--- src/rtl/ps2_pkg.sv ---
// Shared types and constants for the PS/2 receive path.
// Receiver state encoding, frame geometry, common scan codes and parity helper.
package ps2_pkg;

    typedef enum logic [3:0] {
        ST_IDLE   = 4'b0001,
        ST_DATA   = 4'b0010,
        ST_PARITY = 4'b0100,
        ST_STOP   = 4'b1000
    } rx_state_e;

    localparam int PS2_FRAME_BITS = 11;

    localparam logic [7:0] PS2_BREAK  = 8'hF0;
    localparam logic [7:0] PS2_EXT    = 8'hE0;
    localparam logic [7:0] PS2_LSHIFT = 8'h12;
    localparam logic [7:0] PS2_LCTRL  = 8'h14;

    // Odd parity: data plus parity bit must hold an odd number of ones.
    function automatic logic odd_parity_ok(input logic [7:0] data, input logic par);
        return ^{data, par};
    endfunction

endpackage

--- src/rtl/ps2_fifo.sv ---
// Byte FIFO between the PS/2 receiver and the display-side pop logic.
// Extra pointer MSB distinguishes full from empty; storage itself is not reset.
module ps2_fifo #(
    parameter int DEPTH = 8
) (
    input  logic       clk,
    input  logic       rst_n,
    input  logic       push,
    input  logic       pop,
    input  logic [7:0] din,
    output logic [7:0] dout,
    output logic       full,
    output logic       empty
);
    localparam int AW = $clog2(DEPTH);

    logic [AW:0] wptr_q, wptr_d;
    logic [AW:0] rptr_q, rptr_d;
    logic [7:0]  mem_q [DEPTH];
    logic        do_push;
    logic        do_pop;

    assign empty   = (wptr_q == rptr_q);
    assign full    = (wptr_q[AW] != rptr_q[AW]) && (wptr_q[AW-1:0] == rptr_q[AW-1:0]);
    assign do_push = push & ~full;
    assign do_pop  = pop & ~empty;
    assign dout    = mem_q[rptr_q[AW-1:0]];

    always_comb begin
        wptr_d = wptr_q;
        rptr_d = rptr_q;
        if (do_push) wptr_d = wptr_q + (AW+1)'(1);
        if (do_pop)  rptr_d = rptr_q + (AW+1)'(1);
    end

    always_ff @(posedge clk or negedge rst_n) begin
        if (!rst_n) begin
            wptr_q <= '0;
            rptr_q <= '0;
        end else begin
            wptr_q <= wptr_d;
            rptr_q <= rptr_d;
        end
    end

    always_ff @(posedge clk) begin
        if (do_push) mem_q[wptr_q[AW-1:0]] <= din;
    end

endmodule

--- src/rtl/ps2_rx_fifo.sv ---
// PS/2 device-frame receiver: synchronise, deframe, check, buffer, and pace bytes
// out as a data/one-cycle-flag pair with a minimum spacing of GAP cycles.
//
// state     | meaning
// ----------+-----------------------------------------------
// ST_IDLE   | waiting for a start bit (data low on a fall)
// ST_DATA   | shifting in 8 data bits, LSB first
// ST_PARITY | next fall carries the parity bit
// ST_STOP   | next fall carries the stop bit; push or reject
module ps2_rx_fifo
    import ps2_pkg::*;
#(
    parameter int DEPTH   = 8,
    parameter int GAP     = 4,
    parameter int TIMEOUT = 5000
) (
    input  logic       clk,
    input  logic       rst,
    input  logic       ps2_clk,
    input  logic       ps2_data,
    output logic [7:0] ps2dis_data,
    output logic       ps2dis_recFlag,
    output logic       overflow,
    output logic       frame_err,
    output logic [7:0] err_cnt
);
    localparam int DATA_BITS = PS2_FRAME_BITS - 3;
    localparam int TW        = $clog2(TIMEOUT + 1);
    localparam int GW        = (GAP > 1) ? $clog2(GAP) : 1;

    logic clk_s1_q, clk_s2_q, clk_prev_q;
    logic dat_s1_q, dat_s2_q;
    logic fall;

    always_ff @(posedge clk or negedge rst) begin
        if (!rst) begin
            clk_s1_q   <= 1'b1;
            clk_s2_q   <= 1'b1;
            clk_prev_q <= 1'b1;
            dat_s1_q   <= 1'b1;
            dat_s2_q   <= 1'b1;
        end else begin
            clk_s1_q   <= ps2_clk;
            clk_s2_q   <= clk_s1_q;
            clk_prev_q <= clk_s2_q;
            dat_s1_q   <= ps2_data;
            dat_s2_q   <= dat_s1_q;
        end
    end

    assign fall = clk_prev_q & ~clk_s2_q;

    rx_state_e   state_q, state_d;
    logic [2:0]  bitcnt_q, bitcnt_d;
    logic [7:0]  shift_q, shift_d;
    logic        par_q, par_d;
    logic        push_q, push_d;
    logic [7:0]  push_byte_q, push_byte_d;
    logic        frame_err_q, frame_err_d;
    logic [7:0]  err_cnt_q, err_cnt_d;
    logic [TW-1:0] tmo_q, tmo_d;

    always_comb begin
        state_d     = state_q;
        bitcnt_d    = bitcnt_q;
        shift_d     = shift_q;
        par_d       = par_q;
        push_d      = 1'b0;
        push_byte_d = push_byte_q;
        frame_err_d = 1'b0;
        err_cnt_d   = err_cnt_q;
        tmo_d       = (state_q == ST_IDLE || fall) ? '0 : tmo_q + TW'(1);

        if (fall) begin
            case (state_q)
                ST_IDLE: begin
                    if (!dat_s2_q) begin
                        state_d  = ST_DATA;
                        bitcnt_d = '0;
                    end
                end
                ST_DATA: begin
                    shift_d  = {dat_s2_q, shift_q[7:1]};
                    bitcnt_d = bitcnt_q + 3'd1;
                    if (bitcnt_q == 3'(DATA_BITS - 1)) state_d = ST_PARITY;
                end
                ST_PARITY: begin
                    par_d   = dat_s2_q;
                    state_d = ST_STOP;
                end
                ST_STOP: begin
                    state_d = ST_IDLE;
                    if (dat_s2_q && odd_parity_ok(shift_q, par_q)) begin
                        push_d      = 1'b1;
                        push_byte_d = shift_q;
                    end else begin
                        frame_err_d = 1'b1;
                    end
                end
                default: state_d = ST_IDLE;
            endcase
        end else if (state_q != ST_IDLE && tmo_q == TW'(TIMEOUT)) begin
            // Device stalled mid-frame: abandon the partial byte.
            state_d     = ST_IDLE;
            frame_err_d = 1'b1;
            tmo_d       = '0;
        end

        if (frame_err_d && err_cnt_q != 8'hFF) err_cnt_d = err_cnt_q + 8'd1;
    end

    always_ff @(posedge clk or negedge rst) begin
        if (!rst) begin
            state_q     <= ST_IDLE;
            bitcnt_q    <= '0;
            shift_q     <= '0;
            par_q       <= 1'b0;
            push_q      <= 1'b0;
            push_byte_q <= '0;
            frame_err_q <= 1'b0;
            err_cnt_q   <= '0;
            tmo_q       <= '0;
        end else begin
            state_q     <= state_d;
            bitcnt_q    <= bitcnt_d;
            shift_q     <= shift_d;
            par_q       <= par_d;
            push_q      <= push_d;
            push_byte_q <= push_byte_d;
            frame_err_q <= frame_err_d;
            err_cnt_q   <= err_cnt_d;
            tmo_q       <= tmo_d;
        end
    end

    logic          fifo_push, fifo_pop, fifo_full, fifo_empty;
    logic [7:0]    fifo_dout;
    logic [GW-1:0] gap_q, gap_d;
    logic          flag_q, flag_d;
    logic [7:0]    data_q, data_d;
    logic          overflow_q, overflow_d;

    // Full and empty are both judged before this cycle's pop/push take effect.
    assign fifo_push = push_q & ~fifo_full;
    assign fifo_pop  = ~fifo_empty & (gap_q == '0) & ~flag_q;

    ps2_fifo #(.DEPTH(DEPTH)) u_fifo (
        .clk   (clk),
        .rst_n (rst),
        .push  (fifo_push),
        .pop   (fifo_pop),
        .din   (push_byte_q),
        .dout  (fifo_dout),
        .full  (fifo_full),
        .empty (fifo_empty)
    );

    always_comb begin
        gap_d      = (gap_q != '0) ? gap_q - GW'(1) : gap_q;
        flag_d     = fifo_pop;
        data_d     = data_q;
        overflow_d = overflow_q | (push_q & fifo_full);
        if (fifo_pop) begin
            gap_d  = GW'(GAP - 1);
            data_d = fifo_dout;
        end
    end

    always_ff @(posedge clk or negedge rst) begin
        if (!rst) begin
            gap_q      <= '0;
            flag_q     <= 1'b0;
            data_q     <= '0;
            overflow_q <= 1'b0;
        end else begin
            gap_q      <= gap_d;
            flag_q     <= flag_d;
            data_q     <= data_d;
            overflow_q <= overflow_d;
        end
    end

    assign ps2dis_data    = data_q;
    assign ps2dis_recFlag = flag_q;
    assign overflow       = overflow_q;
    assign frame_err      = frame_err_q;
    assign err_cnt        = err_cnt_q;

endmodule
--- config.mk ---
export PLATFORM = sky130hd
export DESIGN_NAME = ps2_rx_fifo
export DESIGN_NICKNAME = d
export VERILOG_FILES = /design/src/rtl/ps2_pkg.sv /design/src/rtl/ps2_fifo.sv /design/src/rtl/ps2_rx_fifo.sv
export SDC_FILE = /design/constraint.sdc
export NUM_CORES = 1
export LEC_CHECK = 0
export CAP_MARGIN = 15
export CORE_MARGIN = 2
export CORE_UTILIZATION = 65
export DETAILED_ROUTE_END_ITERATION = 7
export GPL_TIMING_DRIVEN = 0
export HOLD_SLACK_MARGIN = 0.1
export PLACE_DENSITY = 0.84
export SYNTH_ARGS = -nofsm -noshare
export SYNTH_HDL_FRONTEND = slang
export SYNTH_HIERARCHICAL = 1
export SYNTH_SLANG_ARGS = --single-unit
--- constraint.sdc ---
create_clock -name clk -period 5.7 [get_ports clk]
set_input_delay 0.855 -clock clk [delete_from_list [all_inputs] [get_ports clk]]
set_output_delay 0.855 -clock clk [all_outputs]
set_load 0.1 [all_outputs]
# Word-level counts from Yosys, hierarchy flattened
# Memories as Yosys holds them, arrays and structs flattened. A register that Yosys moved wholly into a read port is not among the register bits.
# Cells that the tools add are included.
op_classes:
  n_addsub: 6
  n_eq_ne: 14
  muxes: 21
  bitwise: 12
  reduce_logical: 17
ops:
  columns: ["operator", "n"]
  rows:
  - ["13-bit 2-to-1 mux", 3]
  - ["4-bit 2-to-1 mux", 4]
  - ["13-bit by 1-bit adder with 13-bit output, second input constant", 1]
  - ["13-bit == test, second input constant", 1]
  - ["4-bit one-hot mux with 3 select lines", 1]
  - ["1-bit 2-to-1 mux", 9]
  - ["3-bit AND reduction", 3]
  - ["9-bit parity", 1]
  - ["4-bit by 1-bit adder with 4-bit output, second input constant", 2]
  - ["8-bit by 1-bit adder with 8-bit output, second input constant", 1]
  - ["8-bit != test, second input constant", 1]
  - ["2-bit nonzero test", 4]
  - ["1-bit bitwise AND", 7]
  - ["3-bit != test, second input constant", 2]
  - ["3-bit one-hot mux with 2 select lines", 1]
  - ["4-bit by 1-bit == test with 1-bit output, second input constant", 1]
  - ["4-bit by 2-bit == test with 1-bit output, second input constant", 1]
  - ["4-bit by 3-bit == test with 1-bit output, second input constant", 1]
  - ["4-bit == test", 1]
  - ["4-bit == test, second input constant", 1]
  - ["1-bit logical AND", 4]
  - ["2-bit 2-to-1 mux", 2]
  - ["4-bit by 1-bit != test with 1-bit output, second input constant", 1]
  - ["1-bit NOT", 4]
  - ["12 further kinds", 13]
word_totals:
  reg_bits: 64
  ramBits: 64
  in_bits: 4
  out_inout_bits: 19
  word_cells: 90
  n_memories: 1
memory_table:
  columns: ["memory", "depth", "width", "read_ports", "rd_clocked_by_memory_dff", "write_ports", "line_no", "source"]
  rows:
  - ["u_fifo.mem_q", 8, 8, 1, 1, 1, "ps2_fifo.sv:19", "logic [7:0] mem_q [DEPTH];"]

# Longest topological paths before layout
# Gate-level depths: netlist of the first run.
depth:
  word_depth: 7
  mapped_depth: 8
  ltp_nobuf: 8

# Hierarchy
# The synthesis of the first run kept the hierarchy.
by_module_without_submodules:
  columns: ["mod", "instances", "cells_each", "area_each_um2", "seq_area_each_um2"]
  rows:
  - ["ps2_fifo", 1, 151, 3075.4, 2122.0]
  - ["ps2_rx_fifo", 1, 234, 2834.0, 1609.0]

# Worst setup path before layout of the first run
# OpenSTA, ideal clock, no wires.
synth_timing:
  kind: "reg-to-reg"
  start: "register u_fifo.wptr_q[0]"
  end: "memory u_fifo.mem_q[4][0] (enable)"
  arrival_ps: 2377
  t_required_ps: 5305
  slack_ps: 2928
  path_stages_with_launch: 7
  n_path_buf: 1
  period_less_slack_ps: 2772
  path_cell_list: "dfrtp_1 > buf_4 > xor2_2 > nor4_2 > nor2b_1 > nand2_1 > nor4_1"
synth_via:
  elab_chain_cells: 7
synth_lines:
  columns: ["element", "line_no", "source"]
  rows:
  - ["from (decl)", "ps2_fifo.sv:17", "logic [AW:0] wptr_q, wptr_d;"]
  - ["from (signal assigned)", "ps2_fifo.sv:41", "wptr_q <= wptr_d;"]
  - ["3-bit == test", "ps2_fifo.sv:24", "assign full = (wptr_q[AW] != rptr_q[AW]) && (wptr_q[AW-1:0] == rptr_q[AW-1:0]);"]
  - ["1-bit logical AND", "ps2_fifo.sv:24", null]
  - ["named net fifo_full", "ps2_rx_fifo.sv:136", "logic fifo_push, fifo_pop, fifo_full, fifo_empty;"]
  - ["1-bit NOT", "ps2_rx_fifo.sv:144", "assign fifo_push = push_q & ~fifo_full;"]
  - ["1-bit bitwise AND", "ps2_rx_fifo.sv:144", null]
  - ["named net fifo_push", "ps2_rx_fifo.sv:136", null]
  - ["1-bit bitwise AND", "ps2_fifo.sv:25", "assign do_push = push & ~full;"]
  - ["1-bit 2-to-1 mux", "ps2_fifo.sv:47", "if (do_push) mem_q[wptr_q[AW-1:0]] <= din;"]
  - ["1-bit 2-to-1 mux (implied by the code)", "ps2_fifo.sv:47", null]
  - ["to (decl)", "ps2_fifo.sv:19", null]
# The timed path passes the listed nets, and every way through them passes these cells.

# Final worst setup path of the first run
layout_timing:
  start: "register u_fifo.wptr_q[3]"
  end: "memory u_fifo.mem_q[7][6] (enable)"
layout_via:
  elab_chain_cells: 7
layout_lines:
  columns: ["element", "line_no"]
  rows:
  - ["1-bit != test", "ps2_fifo.sv:24"]
  - ["1-bit logical AND", "ps2_fifo.sv:24"]
  - ["named net fifo_full", "ps2_rx_fifo.sv:136"]
  - ["1-bit NOT", "ps2_rx_fifo.sv:144"]
  - ["1-bit bitwise AND", "ps2_rx_fifo.sv:144"]
  - ["named net fifo_push", "ps2_rx_fifo.sv:136"]
  - ["1-bit bitwise AND", "ps2_fifo.sv:25"]
  - ["1-bit 2-to-1 mux", "ps2_fifo.sv:47"]
  - ["1-bit 2-to-1 mux (implied by the code)", "ps2_fifo.sv:47"]
# The timed path passes the listed nets, and every way through them passes these cells.

==> results of run 1 <==
==> critical path, stage by stage (launching register included) <==
cell	delay, ps
dfrtp_1	440
xnor2_1	550
nor4_2	210
nor2b_1	510
nand3_1	220
nor2_1	740
==> cells in the final DEF (no fill, tap or decap), drive strengths merged, types with 8 or more instances in the layout <==
cell | netlist | layout
dfrtp | 66 | 66
edfxtp | 64 | 64
nand2 | 32 | 32
mux2 | 30 | 30
xnor2 | 22 | 22
nor2 | 21 | 21
clkdlybuf4s50 | 0 | 21
clkbuf | 3 | 21
buf | 10 | 17
mux4 | 16 | 16
xor2 | 15 | 15
inv | 12 | 13
ha | 8 | 8
and3 | 8 | 8
nand3 | 8 | 8
==> synthesized netlist by cell type (3+ instances only) <==
library cell   n  area share [%]
a21oi_1        3            0.25
a22o_1         3            0.44
and3_1         7            0.74
buf_2          4            0.34
clkbuf_1       3            0.19
dfrtp_1       66              28
dfstp_2        6             2.7
edfxtp_1      64              33
ha_1           8             1.7
inv_1         12            0.76
mux2_2        27             5.1
mux4_1         4             1.8
mux4_2        12             4.6
nand2_1       32             2.0
nand2b_1       3            0.32
nand3_1        7            0.59
nand3b_1       3            0.38
nand4_1        4            0.42
nor2_1        21             1.3
nor3_1         6            0.51
nor4_1         3            0.32
o2111ai_1      3            0.44
o21ai_0        3            0.25
xnor2_1       20             3.0
xor2_1        12             1.8
xor2_2         3            0.83
==> where the power goes <==
part | switching (W) | internal (W) | total (W)
Clock | 0.000396 | 0.000570 | 0.000966
Combinational | 0.000104 | 0.0000789 | 0.000183
Sequential | 0.0000317 | 0.00105 | 0.00109
==> logic make-up after synthesis <==
family                   Yosys count
buffers and inverters             25
AND/OR/NAND/NOR                  101
multiplexers                      46
AO/OA/AOI/OAI                     31
flip-flops                       136
adder cells (fa/ha/maj)            8
XOR/XNOR                          38
==> stage by stage <==
step	hold slack, ps	utilization (%)	setup slack, ps	cells
after CTS	358	78.0	2690	553
after detailed placement	347	72.0	2770	521
after floorplan	345	-	2930	385
final	356	78.0	2640	553
after global placement	346	71.5	1320	515
after global routing	355	78.0	2450	553
==> area by class of cell <==
type	count	area [sq um]	share of cell area, %
inverter	12	45.0	0.659
clock buffer	18	418	6.11
multi-input combinational	224	2050	30.0
timing repair buffer	28	255	3.73
sequential	136	3730	54.6
buffer	13	92.6	1.35
clock inverter	14	109	1.59
tap	108	135	1.98
==> how the worst max path moves through the flow <==
stage	start	end	slack (ps)	depth (start not counted)
6_report	u_fifo/wptr_q[3]$_DFFE_PN0P_	u_fifo/mem_q[7][6]$_DFFE_PP_	2640	5
5_1_grt	u_fifo/wptr_q[3]$_DFFE_PN0P_	u_fifo/mem_q[5][7]$_DFFE_PP_	2450	6
4_1_cts	u_fifo/wptr_q[3]$_DFFE_PN0P_	u_fifo/mem_q[7][1]$_DFFE_PP_	2690	5
3_5_place_dp	u_fifo/wptr_q[1]$_DFFE_PN0P_	u_fifo/mem_q[7][4]$_DFFE_PP_	2770	6
3_3_place_gp	rst	err_cnt[0]$_DFFE_PN0P_	1320	1
2_1_floorplan	u_fifo/wptr_q[0]$_DFFE_PN0P_	u_fifo/mem_q[4][0]$_DFFE_PP_	2930	6
==> state kept, by name (all words and copies together) (netlist names), 2 cells and up <==
| name | cells |
|---|---|
| u_fifo/mem_q | 64 |
| tmo_q | 13 |
| err_cnt | 8 |
| ps2dis_data | 8 |
| push_byte_q | 8 |
| shift_q | 8 |
| state_q | 4 |
| u_fifo/rptr_q | 4 |
| u_fifo/wptr_q | 4 |
| bitcnt_q | 3 |
| gap_q | 2 |
==> routing by layer <==
layer	share of wire (%)	wire length, um	global-route usage [%]
met1	41	4570	31.4
met4	2.0	220	9.48
met3	4.6	509	7.38
met2	52	5780	42.5
met5	0	0	0
==> summary.md, run 1 <==
| Metric | Value |
|---|---|
| Tot Pwr | `0.00223 W` |
| Die H | `99.4 um` |
| Clk buf depth | `2` |
| Final Hold Viols | `0` |
| Hold-fix buffers at CTS | `0` |
| Syn_nets | `397` |
| Worst EP arrival | `3210 ps` |
| DRC viols | `0` |
| Cell area after synthesis | `5910 sq um` |
| Post-synth ARST share | `52.9%` |
| Gr ovfl total | `0` |
| Core area | `8760 sq um` |
| Crit end category | `flip-flop` |
| Clock latency on the worst-skew pair | `520 ps` |
| Xor/xnor share of the synthesized area | `6.71%` |
| Share of cells above drive strength 1 | `25.2%` |
| Final ANT Viol Nets | `0` |
| Worst-margin pin slew | `981 ps` |
| Clk sink count | `136` |
| IO Port Bufs | `22` |
| Post-Synth Simple-Gate Area | `8.89%` |
| PD cells | `327 nW/um^2` |
| DIE WIDTH | `99.4 um` |
| Vias | `3,355` |
| Post-synthesis cell type count | `61` |
| Largest net degree at the start of global routing | `73` |
| Status | `complete, no violations` |
| 1st-pass router iterations | `4` |
| Final setup fails | `0` |
| Compound-Gate Fraction of Synth Area | `5.10%` |
| Reg2reg path depth | `5` |
| Synthesis Warnings | `6` |
| Post-synthesis register bit count | `136` |
| Antenna violations before repair | `0` |
| Post-layout nets | `444` |
| Vias in the first global route | `3,445` |
| Synth Area in Adders | `1.69%` |
| Post-CTS setup buffers | `0` |
| Hold Crit Start | `dat_s1_q$_DFF_PN1_` |
| Final Instance Area | `6840 sq um` |
| Area post-placement | `6310 sq um` |
| Multiplexer share of the synthesized area | `12.1%` |
| Wirelength per Cell | `20.0 um` |
| GRT Resource Usage Total | `25.2%` |
| Critical Path Source Type | `flip-flop` |
| Fin crit period | `3060 ps` |
| Max Cap Violations | `0` |
| Ant diodes | `0` |
| Skew final | `5.34 ps` |
| HP Class | `flip-flop to flip-flop` |
| Final slew viol count | `0` |
| Setup TNS | `0 ps` |
| Ys flop type | `dfrtp_1` |
| Hpwl dp | `7010 um` |
| Initial Utilization | `67.4%` |
| Number of synthesized flops with an enable pin | `64` |
| Worst min-delay path endpoint | `dat_s2_q$_DFF_PN1_` |
| Worst reg2reg startpoint | `u_fifo/wptr_q[3]$_DFFE_PN0P_` |
| Rel. slew slack | `34.4%` |
| Final worst-path cycle share | `53.8%` |
| Worst EP required | `5850 ps` |
| Die area | `9870 sq um` |
| Worst-path fanout max | `8` |
| First-pass GRT wire length | `18,300 um` |
| Synthesized instance count | `385` |
| Syn_area_per_cell | `15.3 sq um` |
| FF-to-FF End | `u_fifo/mem_q[7][6]$_DFFE_PP_` |
| Max Fclk | `0.326 GHz` |
| Initial DRC Count | `199` |
| Via density | `6.07` |
| Post-CTS sizing | `0` |
| Rows | `34` |
| CTS root buf | `clkbuf_8` |
| Fill count | `502` |
| Gpl congestion | `0.843` |
| RSZ-0062 raised after global routing | `false` |
| Area delta synth->final | `15.7%` |
| Hold path depth | `0` |
| Worst vdd ir | `312 uV` |
| CTS Buf Count | `17` |
| CP Class | `flip-flop to flip-flop` |
| Worst reg2reg setup slack | `2640 ps` |
| CTS tree | `built` |
| CTS H-Tree Depth | `4` |
| Largest family of logic cells by synthesized area | `multiplexers` |
| Register area share after synthesis | `63.1%` |
| Leak pwr | `2.80 nW` |
| IO Pins | `23` |
| Total wire length | `11,100 um` |
| Clock slew at reported path FFs | `60 ps` |
Power figures use the tool's default switching activity.
==> inputs of run 2 (changes only) <==
--- a/config.mk
+++ b/config.mk
@@ -7,11 +7,11 @@
 export LEC_CHECK = 0
 export CAP_MARGIN = 15
 export CORE_MARGIN = 2
-export CORE_UTILIZATION = 65
+export CORE_UTILIZATION = 60
 export DETAILED_ROUTE_END_ITERATION = 7
 export GPL_TIMING_DRIVEN = 0
 export HOLD_SLACK_MARGIN = 0.1
-export PLACE_DENSITY = 0.84
+export PLACE_DENSITY = 0.79
 export SYNTH_ARGS = -nofsm -noshare
 export SYNTH_HDL_FRONTEND = slang
 export SYNTH_HIERARCHICAL = 1
==> constraint.sdc (replaced) <==
create_clock -name clk -period 2.9 [get_ports clk]
set_input_delay 0.435 -clock clk [delete_from_list [all_inputs] [get_ports clk]]
set_output_delay 0.435 -clock clk [all_outputs]
set_load 0.1 [all_outputs]
==> summary.md, run 2 (synthesis results as in run 1) <==
| Metric | Value |
|---|---|
| Status | `complete, no violations` |
| Hold path depth | `1 (+1)` |
| Core area | `9680 sq um (+11%)` |
| Setup TNS | `0 ps (unchanged)` |
| Worst reg2reg startpoint | `u_fifo/wptr_q[3]$_DFFE_PN0P_` |
| Fill count | `622 (+24%)` |
| CP Class | `flip-flop to flip-flop` |
| Worst-path fanout max | `7 (-1)` |
| CTS H-Tree Depth | `4 (unchanged)` |
| Gpl congestion | `0.831 (-1.4%)` |
| Worst reg2reg setup slack | `140 ps (-2490 ps)` |
| IO Pins | `23 (unchanged)` |
| CTS tree | `built` |
| Fin crit period | `2760 ps (-308 ps)` |
| CTS Buf Count | `17 (unchanged)` |
| Die area | `10,700 sq um (+8.0%)` |
| Clock latency on the worst-skew pair | `510 ps (about the same)` |
| Worst-margin pin slew | `976 ps (-5.34 ps)` |
| Antenna violations before repair | `0 (unchanged)` |
| Max reg flops | `64 (unchanged)` |
| Vias | `3,260 (-2.8%)` |
| HP Class | `primary input to flip-flop` |
| Clock slew at reported path FFs | `60 ps (about the same)` |
| Clk buf depth | `2 (unchanged)` |
| Leak pwr | `2.86 nW (+2.2%)` |
| Largest net degree at the start of global routing | `59 (-19%)` |
| Fin util | `71.6% (-6.5 points)` |
| Vias in the first global route | `3,291 (-4.5%)` |
| Worst hold slack | `336 ps (-19.2 ps)` |
| Reg area | `3730 sq um (unchanged)` |
| 1st-pass router iterations | `4 (unchanged)` |
| Wirelength per Cell | `18.5 um (-7.7%)` |
| Final setup fails | `0 (unchanged)` |
| Commonest non-fill, non-tap cell in the layout | `dfrtp_1` |
| Crit end category | `flip-flop` |
| Clk sink count | `136 (unchanged)` |
| Share of cells above drive strength 1 | `26.6% (+1.5 points)` |
| Area delta synth->final | `17.3%` |
| Initial DRC Count | `172 (-14%)` |
| RSZ-0062 raised after global routing | `false` |
| PD cells | `630 nW/um^2 (+93%)` |
| Initial Utilization | `61.0% (-6.4 points)` |
| Total wire length | `10,700 um (-3.2%)` |
| GRT Resource Usage Total | `21.8% (-3.5 points)` |
| Skew final | `9.23 ps (+3.88 ps)` |
| Reg2reg path depth | `6 (+1)` |
| Rel. slew slack | `34.7% (+0.36 points)` |
| Hold Crit Start | `ps2_clk` |
| Final ANT Viol Nets | `0 (unchanged)` |
| Worst EP required | `3110 ps (-2740 ps)` |
| First-pass GRT wire length | `16,800 um (-8.0%)` |
| Post-layout nets | `446 (+0.45%)` |
| Via density | `5.62 (-7.4%)` |
| Ant diodes | `0 (unchanged)` |
| FF-to-FF End | `u_fifo/mem_q[0][3]$_DFFE_PP_` |
| Post-CTS setup buffers | `0 (unchanged)` |
| Area of the multi-input gates | `2070 sq um (+0.98%)` |
| Final slew viol count | `0 (unchanged)` |
| Critical Path Source Type | `flip-flop` |
| IO Port Bufs | `22 (unchanged)` |
| Most frequent cells in the layout | `dfrtp_1, edfxtp_1, nand2_1` |
| DIE WIDTH | `103 um (+3.9%)` |
| Worst min-delay path endpoint | `clk_s1_q$_DFF_PN1_` |
| Worst slack at placement | `-82.0 ps (-2850 ps)` |
| Die H | `103 um (+3.9%)` |
| Max Fclk | `0.363 GHz (+11%)` |
| DRC viols | `0 (unchanged)` |
| Hpwl dp | `6630 um (-5.4%)` |
| Worst vdd ir | `454 uV (+45%)` |
| Rows | `36 (+5.9%)` |
| Final Hold Viols | `0 (unchanged)` |
| CTS root buf | `clkbuf_8` |
| Post-route worst setup slack | `143 ps (-2490 ps)` |
| Max Cap Violations | `0 (unchanged)` |
| Final worst-path cycle share | `95.1% (+41 points)` |
| Gr ovfl total | `0 (unchanged)` |
| Worst EP arrival | `2970 ps (-240 ps)` |
run 2: worst max-delay path, stage by stage (launching register included):
cell	delay [ps]
dfrtp_1	440
xnor2_1	550
nor4_2	230
nor2b_2	360
nand2b_1	200
nor4_2	420
buf_4	260
run 2: worst max-delay path by stage:
stage / start / end / slack [ps] / cells past startpoint
2_1_floorplan: u_fifo/wptr_q[0]$_DFFE_PN0P_ / u_fifo/mem_q[4][0]$_DFFE_PP_ / 130 / 6
3_3_place_gp: rst / err_cnt[0]$_DFFE_PN0P_ / -1070 / 1
3_5_place_dp: u_fifo/wptr_q[3]$_DFFE_PN0P_ / u_fifo/mem_q[5][0]$_DFFE_PP_ / -80 / 6
4_1_cts: u_fifo/wptr_q[1]$_DFFE_PN0P_ / u_fifo/rptr_q[3]$_DFFE_PN0P_ / 30 / 8
5_1_grt: u_fifo/wptr_q[0]$_DFFE_PN0P_ / u_fifo/mem_q[2][2]$_DFFE_PP_ / 10 / 7
6_report: u_fifo/wptr_q[3]$_DFFE_PN0P_ / u_fifo/mem_q[0][3]$_DFFE_PP_ / 140 / 6
run 2: repair_timing:
| action | 4_1_cts | 5_1_grt |
|---|---|---|
| cloned | 0 | 0 |
| endpoints found under the hold margin | 16 | 0 |
| hold buffers | 1 | 0 |
| gates resized for setup | 3 | 3 |
| setup endpoints to repair | 15 | 15 |
run 2: through the flow:
| step | power (W) | instance area (sq um) | cells |
|---|---|---|---|
| final | 0.00437 | 6930 | 580 |
| after global routing | 0.00454 | 6930 | 580 |
| after CTS | 0.00441 | 6920 | 580 |
| after detailed placement | 0.00252 | 6370 | 547 |
| after global placement | 0.00250 | 6300 | 540 |
| after floorplan | 0.00244 | 5910 | 385 |
run 2: area by class of cell:
cell class / count / area share (%)
Sequential cell: 136 / 53.8
Multi-Input combinational cell: 224 / 29.9
Clock buffer: 18 / 6.03
Timing Repair Buffer: 30 / 4.26
Tap cell: 133 / 2.40
Clock inverter: 14 / 1.59
Buffer: 13 / 1.35
Inverter: 12 / 0.650
run 2: where the power goes:
| part | total [W] | switching [W] | internal, W |
|---|---|---|---|
| logic | 0.000354 | 0.000194 | 0.000160 |
| registers | 0.00213 | 0.0000620 | 0.00207 |
| clock network | 0.00188 | 0.000758 | 0.00112 |
run 2: metal layers:
metal	GRT usage, %	wire, um	vias up	part of all wire (%)
met5	0	0	-	0
met4	7.89	146	0	1.4
met3	5.24	306	12	2.9
met2	37.3	5790	73	54
met1	27.4	4480	1649	42
li1	-	-	1526	-
